===== src/rtl/bsg_coatcheck_pkg.sv =====
// rtl/bsg_coatcheck_pkg.sv - shared width helpers for the coatcheck metadata front end
//
// Purpose: width helpers shared by the coatcheck top and its tests.
//   safe_clog2(n)    : ceil(log2(n)), never less than 1, so an ID field always exists.
//   count_width(els) : width of an occupancy counter that must reach els (0..els inclusive).
package bsg_coatcheck_pkg;

  function automatic int safe_clog2(input int n);
    return (n <= 1) ? 1 : $clog2(n);
  endfunction

  function automatic int count_width(input int els);
    return safe_clog2(els) + 1;
  endfunction

endpackage


===== src/rtl/bsg_mem_1r1w.sv =====
// rtl/bsg_mem_1r1w.sv - one-write one-read register-file memory, asynchronous read
//
// Purpose: els_p x width_p storage with a clocked write port and a combinational read port.
//   Contents are never reset.
// Ports:
//   w_clk_i            write clock
//   w_v_i/w_addr_i/w_data_i   write enable, address, data
//   r_v_i/r_addr_i     read valid (only used by the collision check), read address
//   r_data_o           read data, combinational from r_addr_i
module bsg_mem_1r1w
  import bsg_coatcheck_pkg::*;
#(
  parameter int width_p                = 8,
  parameter int els_p                  = 4,
  parameter int read_write_same_addr_p = 0,
  localparam int addr_width_lp         = safe_clog2(els_p)
) (
  input  logic                     w_clk_i,
  input  logic                     w_v_i,
  input  logic [addr_width_lp-1:0] w_addr_i,
  input  logic [width_p-1:0]       w_data_i,
  input  logic                     r_v_i,
  input  logic [addr_width_lp-1:0] r_addr_i,
  output logic [width_p-1:0]       r_data_o
);

  logic [width_p-1:0] mem_r [els_p];

  always_ff @(posedge w_clk_i) begin
    if (w_v_i) begin
      mem_r[w_addr_i] <= w_data_i;
    end
  end

  assign r_data_o = mem_r[r_addr_i];

  // A read of the location being written would return stale data.
  assert property (@(posedge w_clk_i)
    (read_write_same_addr_p != 0) || !(w_v_i && r_v_i && (w_addr_i == r_addr_i)));

endmodule


===== src/rtl/bsg_coatcheck_meta.sv =====
// rtl/bsg_coatcheck_meta.sv - coatcheck front end: tags requests with pool IDs, matches responses to metadata
//
// Purpose: issues each request with a free ID from an external pool, keeps its metadata in a
//   per-ID table, pairs out-of-order responses with that metadata through a one-entry output
//   register, and hands the ID back to the pool.
// Ports:
//   clk_i, reset_n_i                           clock, synchronous active-low reset
//   req_v_i/req_meta_i/req_data_i/req_yumi_o   incoming request
//   alloc_id_i/alloc_v_i/alloc_yumi_o          free-ID supply from the pool
//   dealloc_v_o/dealloc_id_o                   ID returned to the pool
//   tag_v_o/tag_id_o/tag_data_o/tag_ready_i    tagged request to the responder
//   rsp_v_i/rsp_id_i/rsp_data_i/rsp_ready_o    out-of-order response
//   out_v_o/out_meta_o/out_data_o/out_yumi_i   matched response to the consumer
//   outstanding_o, empty_o                     IDs currently held, and whether none are
//   err_o                                      sticky: response carried an ID that was not held
// Configuration: BSG_COATCHECK_META_CHECK_EN keeps a per-ID ownership vector and flags
//   responses with unowned IDs via err_o; without it err_o is 0 and responses are trusted.
module bsg_coatcheck_meta
  import bsg_coatcheck_pkg::*;
#(
  parameter int els_p        = 4,
  parameter int meta_width_p = 8,
  parameter int data_width_p = 16,
  localparam int id_width_lp = safe_clog2(els_p)
) (
  input  logic                    clk_i,
  input  logic                    reset_n_i,
  input  logic                    req_v_i,
  input  logic [meta_width_p-1:0] req_meta_i,
  input  logic [data_width_p-1:0] req_data_i,
  output logic                    req_yumi_o,
  input  logic [id_width_lp-1:0]  alloc_id_i,
  input  logic                    alloc_v_i,
  output logic                    alloc_yumi_o,
  output logic                    dealloc_v_o,
  output logic [id_width_lp-1:0]  dealloc_id_o,
  output logic                    tag_v_o,
  output logic [id_width_lp-1:0]  tag_id_o,
  output logic [data_width_p-1:0] tag_data_o,
  input  logic                    tag_ready_i,
  input  logic                    rsp_v_i,
  input  logic [id_width_lp-1:0]  rsp_id_i,
  input  logic [data_width_p-1:0] rsp_data_i,
  output logic                    rsp_ready_o,
  output logic                    out_v_o,
  output logic [meta_width_p-1:0] out_meta_o,
  output logic [data_width_p-1:0] out_data_o,
  input  logic                    out_yumi_i,
  output logic [id_width_lp:0]    outstanding_o,
  output logic                    empty_o,
  output logic                    err_o
);

  localparam int cnt_width_lp = count_width(els_p);

  typedef struct packed {
    logic [id_width_lp-1:0]  id;
    logic [data_width_p-1:0] data;
  } tag_req_s;

  typedef struct packed {
    logic [meta_width_p-1:0] meta;
    logic [data_width_p-1:0] data;
  } match_rsp_s;

  tag_req_s                tag_req;
  match_rsp_s              out_r;
  logic                    out_v_r;
  logic [cnt_width_lp-1:0] cnt_r;
  logic [meta_width_p-1:0] meta_rd;
  logic                    fire;
  logic                    rsp_acc;
  logic                    rsp_ok;

  // Issue path: purely combinational, valid never looks at ready.
  assign tag_req      = '{id: alloc_id_i, data: req_data_i};
  assign tag_v_o      = req_v_i & alloc_v_i;
  assign tag_id_o     = tag_req.id;
  assign tag_data_o   = tag_req.data;
  assign fire         = tag_v_o & tag_ready_i;
  assign req_yumi_o   = fire;
  assign alloc_yumi_o = fire;

  // One-entry output pipe: accept whenever the slot is empty or being drained this cycle.
  assign rsp_ready_o = ~out_v_r | out_yumi_i;
  assign rsp_acc     = rsp_v_i & rsp_ready_o;

`ifdef BSG_COATCHECK_META_CHECK_EN
  logic [els_p-1:0] owned_r;
  logic             err_r;
  logic             rsp_owned;

  assign rsp_owned = owned_r[rsp_id_i];
  // An unowned response is swallowed: accepted, but neither output nor returned to the pool.
  assign rsp_ok    = rsp_acc & rsp_owned;
  assign err_o     = err_r;

  always_ff @(posedge clk_i) begin
    if (!reset_n_i) begin
      owned_r <= '0;
      err_r   <= 1'b0;
    end else begin
      // Issue and response never name the same ID in one cycle, so both updates can land.
      if (fire) owned_r[alloc_id_i] <= 1'b1;
      if (rsp_ok) owned_r[rsp_id_i] <= 1'b0;
      if (rsp_acc & ~rsp_owned) err_r <= 1'b1;
    end
  end
`else
  assign rsp_ok = rsp_acc;
  assign err_o  = 1'b0;
`endif

  bsg_mem_1r1w #(
    .width_p               (meta_width_p),
    .els_p                 (els_p),
    .read_write_same_addr_p(0)
  ) meta_mem (
    .w_clk_i (clk_i),
    .w_v_i   (fire),
    .w_addr_i(alloc_id_i),
    .w_data_i(req_meta_i),
    .r_v_i   (rsp_acc),
    .r_addr_i(rsp_id_i),
    .r_data_o(meta_rd)
  );

  assign dealloc_v_o  = rsp_ok;
  assign dealloc_id_o = rsp_id_i;

  always_ff @(posedge clk_i) begin
    if (!reset_n_i) begin
      out_v_r <= 1'b0;
    end else if (rsp_ok) begin
      out_v_r <= 1'b1;
    end else if (out_yumi_i) begin
      out_v_r <= 1'b0;
    end
  end

  // Payload register is not reset; it is qualified by out_v_r.
  always_ff @(posedge clk_i) begin
    if (rsp_ok) begin
      out_r <= '{meta: meta_rd, data: rsp_data_i};
    end
  end

  assign out_v_o    = out_v_r;
  assign out_meta_o = out_r.meta;
  assign out_data_o = out_r.data;

  always_ff @(posedge clk_i) begin
    if (!reset_n_i) begin
      cnt_r <= '0;
    end else if (fire & ~rsp_ok) begin
      cnt_r <= cnt_r + cnt_width_lp'(1);
    end else if (rsp_ok & ~fire) begin
      cnt_r <= cnt_r - cnt_width_lp'(1);
    end
  end

  assign outstanding_o = cnt_r;
  assign empty_o       = (cnt_r == '0);

  assert property (@(posedge clk_i) disable iff (!reset_n_i) out_yumi_i |-> out_v_r);
  assert property (@(posedge clk_i) disable iff (!reset_n_i)
    (rsp_ok & ~fire) |-> (cnt_r != '0));
  assert property (@(posedge clk_i) disable iff (!reset_n_i)
    (fire & ~rsp_ok) |-> (cnt_r != cnt_width_lp'(els_p)));

endmodule

===== config.mk =====
export PLATFORM = sky130hd
export DESIGN_NAME = bsg_coatcheck_meta
export DESIGN_NICKNAME = d
export VERILOG_FILES = /design/src/rtl/bsg_coatcheck_pkg.sv /design/src/rtl/bsg_mem_1r1w.sv /design/src/rtl/bsg_coatcheck_meta.sv
export SDC_FILE = /design/constraint.sdc
export NUM_CORES = 1
export LEC_CHECK = 0
export BUFFER_PORTS_ARGS = -buffer_cell sky130_fd_sc_hd__buf_2
export CORE_UTILIZATION = 46
export CTS_CLUSTER_DIAMETER = 200
export DETAILED_ROUTE_END_ITERATION = 6
export GPL_ROUTABILITY_DRIVEN = 0
export GPL_TIMING_DRIVEN = 0
export PLACE_DENSITY = 0.79
export SYNTH_ARGS = -nofsm -noshare
export SYNTH_HDL_FRONTEND = slang
export SYNTH_HIERARCHICAL = 1
export SYNTH_SLANG_ARGS = --single-unit

===== constraint.sdc =====
create_clock -name clk_i -period 2.5 [get_ports clk_i]
set_clock_uncertainty 0.2 [all_clocks]
set_input_delay 0.25 -clock clk_i [delete_from_list [all_inputs] [get_ports clk_i]]
set_output_delay 0.25 -clock clk_i [all_outputs]
set_load 0.03 [all_outputs]

[Yosys cells after proc, flatten, opt, wreduce, memory -nomap -nowiden]
Memories as Yosys holds them, arrays and structs flattened. A register that Yosys moved wholly into a read port is not among the register bits.
Index checks and enable logic that the tools add are counted.
Operators by class
  bitwise logic cells: 9
  mux-type cells: 6
  add/subtract/negate cells: 2
  reduce and logical (&&, ||, !) cells: 3
Operators with widths (number)
  2-to-1 mux 3 bit: 2
  AND 1 bit: 5
  2-to-1 mux 1 bit: 4
  nonzero test 2 bit: 2
  adder 3 x 1 -> 3 bit, second input constant: 1
  logical NOT 3 bit: 1
  NOT 1 bit: 3
  subtractor 3 x 1 -> 3 bit, second input constant: 1
  bitwise OR 1 bit: 1
Word-level totals
  memory bits (writable): 32
  word-level logic and storage cells: 24
  flip-flop bits (word level): 20
  bits of input ports: 51
  memories kept: 1
  output and inout bits: 55
Memory list
  meta_mem.mem_r: depth 4, width 8, rd ports 1, clocked after Yosys merged registers in 1, wr ports 1, RTL line bsg_mem_1r1w.sv:27  | logic [width_p-1:0] mem_r [els_p];

[Longest topological paths before layout]
  depth in word-level cells: 6
  mapped depth: 8
  mapped depth without buffers: 8

[Hierarchy]
Netlist, hierarchy kept.
Modules (own cells, without submodules)
  bsg_mem_1r1w: cells an instance 46, times used 1, sequential area each 960.9 µm², area each 1188.6 µm²
  bsg_coatcheck_meta: cells an instance 70, times used 1, sequential area each 800.8 µm², area each 1107.3 µm²

[Least setup slack after synthesis]
OpenSTA, ideal clock, no wires.
  path type: reg-to-reg
  start: reg out_v_r (netlist: out_v_o)
  end: reg cnt_r[2] (netlist: outstanding_o[2])
  setup slack: 0.136 ns
  arrival time: 2.094 ns
  buffers on the path: 0
  clock period less this slack: 2.364 ns
  stages on the path, launching flop included: 9
  required time: 2.230 ns
  library setup time: 0.070 ns
  cell sequence: dfxtp_1 nand2b_1 nand2_1 ha_1 inv_1 fa_1 xor2_1 or3_1 a21boi_1
Between the ends
  cells in the longest elaborated chain, start to end: 6
RTL lines
  start, declared: RTL line bsg_coatcheck_meta.sv:68  | logic out_v_r;
  start signal, assigned: RTL line bsg_coatcheck_meta.sv:133  | out_v_r <= 1'b0;
  start signal, assigned: RTL line bsg_coatcheck_meta.sv:135  | out_v_r <= 1'b1;
  start signal, assigned: RTL line bsg_coatcheck_meta.sv:137  | out_v_r <= 1'b0;
  NOT 1 bit *: RTL line bsg_coatcheck_meta.sv:85  | assign rsp_ready_o = ~out_v_r | out_yumi_i;
  bitwise OR 1 bit *: RTL line bsg_coatcheck_meta.sv:85
  net rsp_ready_o: RTL line bsg_coatcheck_meta.sv:44  | output logic rsp_ready_o,
  AND 1 bit *: RTL line bsg_coatcheck_meta.sv:86  | assign rsp_acc = rsp_v_i & rsp_ready_o;
  NOT 1 bit: RTL line bsg_coatcheck_meta.sv:155  | end else if (fire & ~rsp_ok) begin
  AND 1 bit: RTL line bsg_coatcheck_meta.sv:155
  2-to-1 mux 3 bit or nonzero test 2 bit (tied branches)
  end signal, assigned: RTL line bsg_coatcheck_meta.sv:156  | cnt_r <= cnt_r + cnt_width_lp'(1);
  end signal, assigned: RTL line bsg_coatcheck_meta.sv:158  | cnt_r <= cnt_r - cnt_width_lp'(1);
  end, declared: RTL line bsg_coatcheck_meta.sv:69  | logic [cnt_width_lp-1:0] cnt_r;
Mark *: on every way through the listed nets, which the timed path passes. The rest lies on a longest branch.
A chain may end at the register's enable or synchronous reset.

[Worst setup path after layout]
  start: in rsp_v_i
  end: out dealloc_v_o
Between the ends
  cells in the longest elaborated chain, start to end: 1
RTL lines
  start, declared: RTL line bsg_coatcheck_meta.sv:41  | input logic rsp_v_i,
  AND 1 bit: RTL line bsg_coatcheck_meta.sv:86
  end, declared: RTL line bsg_coatcheck_meta.sv:35  | output logic dealloc_v_o,
No other way between the ends.

==> results.md <==
* Status: finished, final reports clean
* Final hold violation count at 0
* Routed len/inst at 14.3 um
* CP max stage cell: dlygate4sd3_1
* Mean area per synthesized cell at 19.8 um2
* RSZ-0062 raised after global routing: no
* Layout cells sized above 1 at 53.9%
* Area growth, synth to finish at 42.3%
* Nets at 293
* Critical path type: input port to output port
* R2R setup slack at 0.42 ns
* Cell-internal power at 1.75 mW
* Iter 0 DRT Violations at 70
* IO buf count at 86
* Met1 wire length at 1580 um
* Post-CTS Setup Inserts at 0
* Slew Viols, Final at 0
* Max-slew headroom at between 10% and 20%
* Die X-Extent at 72.7 um
* Comb power frac at 15.0%
* Number of global-route vias before repair at ~1500
* Syn Nets at around 170
* Die span in y at 72.7 um
* Vias at around 1400
* Worst-path cell chain: dlygate4sd3_1, buf_2, nand2_1, clkinvlp_4, buf_2
* Post-synthesis compound-gate area fraction at 0.872%
* Tmin final at 2.33 ns
* Peak VDD IR at 431 uV
* Congestion Overflow GR at 0
* Sequential share of power at 50.2%
* Pwr per Cell Area at 711 nW/um2
* LEAKAGE at 1.36 nW
* First-pass GRT wire length at 6640 um
* Die area at 5280 um2
* H-tree depth at 3
* Mux contribution to synthesized area at a little over 8%
* CP Data Required Time at between 2 and 2.5 ns
* Final setup fails at 0
* Cts bufs inserted at 9
* N_diodes at 0
* Clock slew at reported path FFs at 0.06 ns
* Library cells used by synthesis at 25
* Slowest stage delay, CP at 0.54 ns
* Initial antenna violation count at 0
* Post-route cell area at between 3000 and 4000 um2
* DRT Wirelength at 4450 um
* Clock Path Buffers at 2
* Met3 wire len at between 300 and 400 um
* Largest net degree at the start of global routing at 26
* Bufs and invs on worst path at 4
* Warnings, synthesis at 6
* Seq cells post-synth at 60
* CP delay by family, top: buffers and inverters
* Net Switching at 577 uW
* Setup ws final at 0.168 ns
* Setup crit end kind: output port
* CTS tree: done
* Fin Hold WS at 0.198 ns
* Via/cell ratio at ~4.6
* Main combinational cell family by area after synthesis: buffers and inverters
* DRT Pass-1 Iters at 4
* Clock Latency Late Sink at 0.32 ns
* Clk root buf: clkbuf_8
* Max Cap Violations at 0
* Fin util at just under 70%
* Finished Layout Cells at 312
* Effective utilization at floorplan at between 40 and 50%
* Slew @ Worst Pin at between 1 and 1.5 ns
* All-Layer GR Usage at 18.5%
* Clock power frac at 34.8%
* Most used cell, CP: buf_2
* Cell count after placement at 269
* Fraction of the mapped netlist area in simple logic gates at under 10%
* Synth Area in Adders at about 1.4%
* Setup total negative slack at 0 ns
* Max Clk Rate at 429 MHz
* DR top layer: met4
* Post-Synth XOR/XNOR Area at less than 1%
* Post-synthesis sequential area ratio at 76.7%
* Core Region at 4750 um2
* Post-DP Area at 2810 um2
* Clock sink count at 60
* Pre-CTS setup slack at 0.239 ns
* Kind of start point of the critical path: input port
* Gate count of the mapped netlist at 116
* Hpwl dp at 3070 um
* Hold/Removal Path Class: input port to flop
* Sw frac at between 20% and 30%
* Mapped Area at roughly 2300 um2
* # fillers at 336
* Maximum fanout along the worst path at 25
* WL met2 at approximately 2400 um
* Overall power at 2.32 mW
* Rows at 25
* Critical path data arrival time at 1.88 ns
* Post-DRT Antenna Nets at 0
* I/O pins at about 110
* Residual DRC count at 0
* Tcrit/Tclk final at 93.3%
==> path summary, 6_finish.rpt <==
check | start | endpoint | depth (start not counted)
min | rsp_id_i[0] | out_meta_o[0] | 2
max reg2reg | out_v_o | outstanding_o[2] | 8
max | rsp_v_i | dealloc_v_o | 5
min reg2reg | outstanding_o[2] | outstanding_o[2] | 2
==> logic make-up after synthesis <==
logic type | Yosys count
compound gates | 3
other cells | 1
flops | 60
xor+xnor | 2
fa+ha+maj | 2
buf+inv | 27
mux | 9
simple gates | 12
==> layout make-up <==
cell class	instances	area (um2)	share of cell area (%)
Clock inverter	5	52.6	1.61
Clock buffer	11	131	4.02
Buffer	24	181	5.55
Sequential cell	60	1760	53.9
Tap cell	67	83.8	2.57
Multi-Input combinational cell	29	342	10.5
Timing Repair Buffer	113	701	21.4
Inverter	3	15.0	0.459
==> Yosys cell counts, drive strengths merged <==
library cell  count  area (um2)
a21boi            2        15.0
and2              2        12.5
and3              2        12.5
and3b             2        17.5
buf              23         176
clkbuf            1        5.00
conb              1        3.75
dfxtp             4        80.1
edfxtp           56        1680
fa                1        20.0
ha                1        12.5
inv               3        11.3
mux2i             1        10.0
mux4              8         180
nand2             1        3.75
nand2b            1        6.26
nor2b             1        6.26
nor3              1        5.00
nor3b             1        7.51
o21ai             1        5.00
or3               1        6.26
xnor2             1        8.76
xor2              1        8.76
==> routing by layer <==
metal  GRT usage (%)  vias to the layer above
met4            13.9                        0
met3            5.52                       12
met1            17.9                      662
li1                -                      668
met5               0                        -
met2            33.0                       85
==> repair_timing <==
item / in CTS / in global routing
endpoints found under the hold margin: 51 / 0
setup endpoints to repair: 0 / 1
gates resized for setup: 0 / 1
hold buffers: 27 / 0
==> power groups by stage <==
stage | clock [mW] | combinational [mW] | sequential, mW
6_report | 0.809 | 0.348 | 1.17
3_3_place_gp | 0 | 0.311 | 1.19
4_1_cts | 0.823 | 0.349 | 1.17
2_1_floorplan | 0 | 0.148 | 1.25
5_1_grt | 0.873 | 0.372 | 1.17
3_5_place_dp | 0 | 0.316 | 1.19
==> cell usage in the layout (no fill, tap or decap), types with 2 or more instances in the layout <==
cell type	count
buf_2	86
edfxtp_1	56
dlygate4sd3_1	27
buf_4	22
clkbuf_8	9
mux4_2	8
dfxtp_1	4
inv_1	2
and3_1	2
and2_1	2
clkinv_2	2
clkbuf_1	2
and3b_1	2
==> registers in the layout (all words and copies together), names as in the netlist <==
signal / count
meta_mem/mem_r: 32
out_data_o: 16
out_meta_o: 8
outstanding_o: 3
out_v_o: 1
Power figures use the tool's default switching activity.
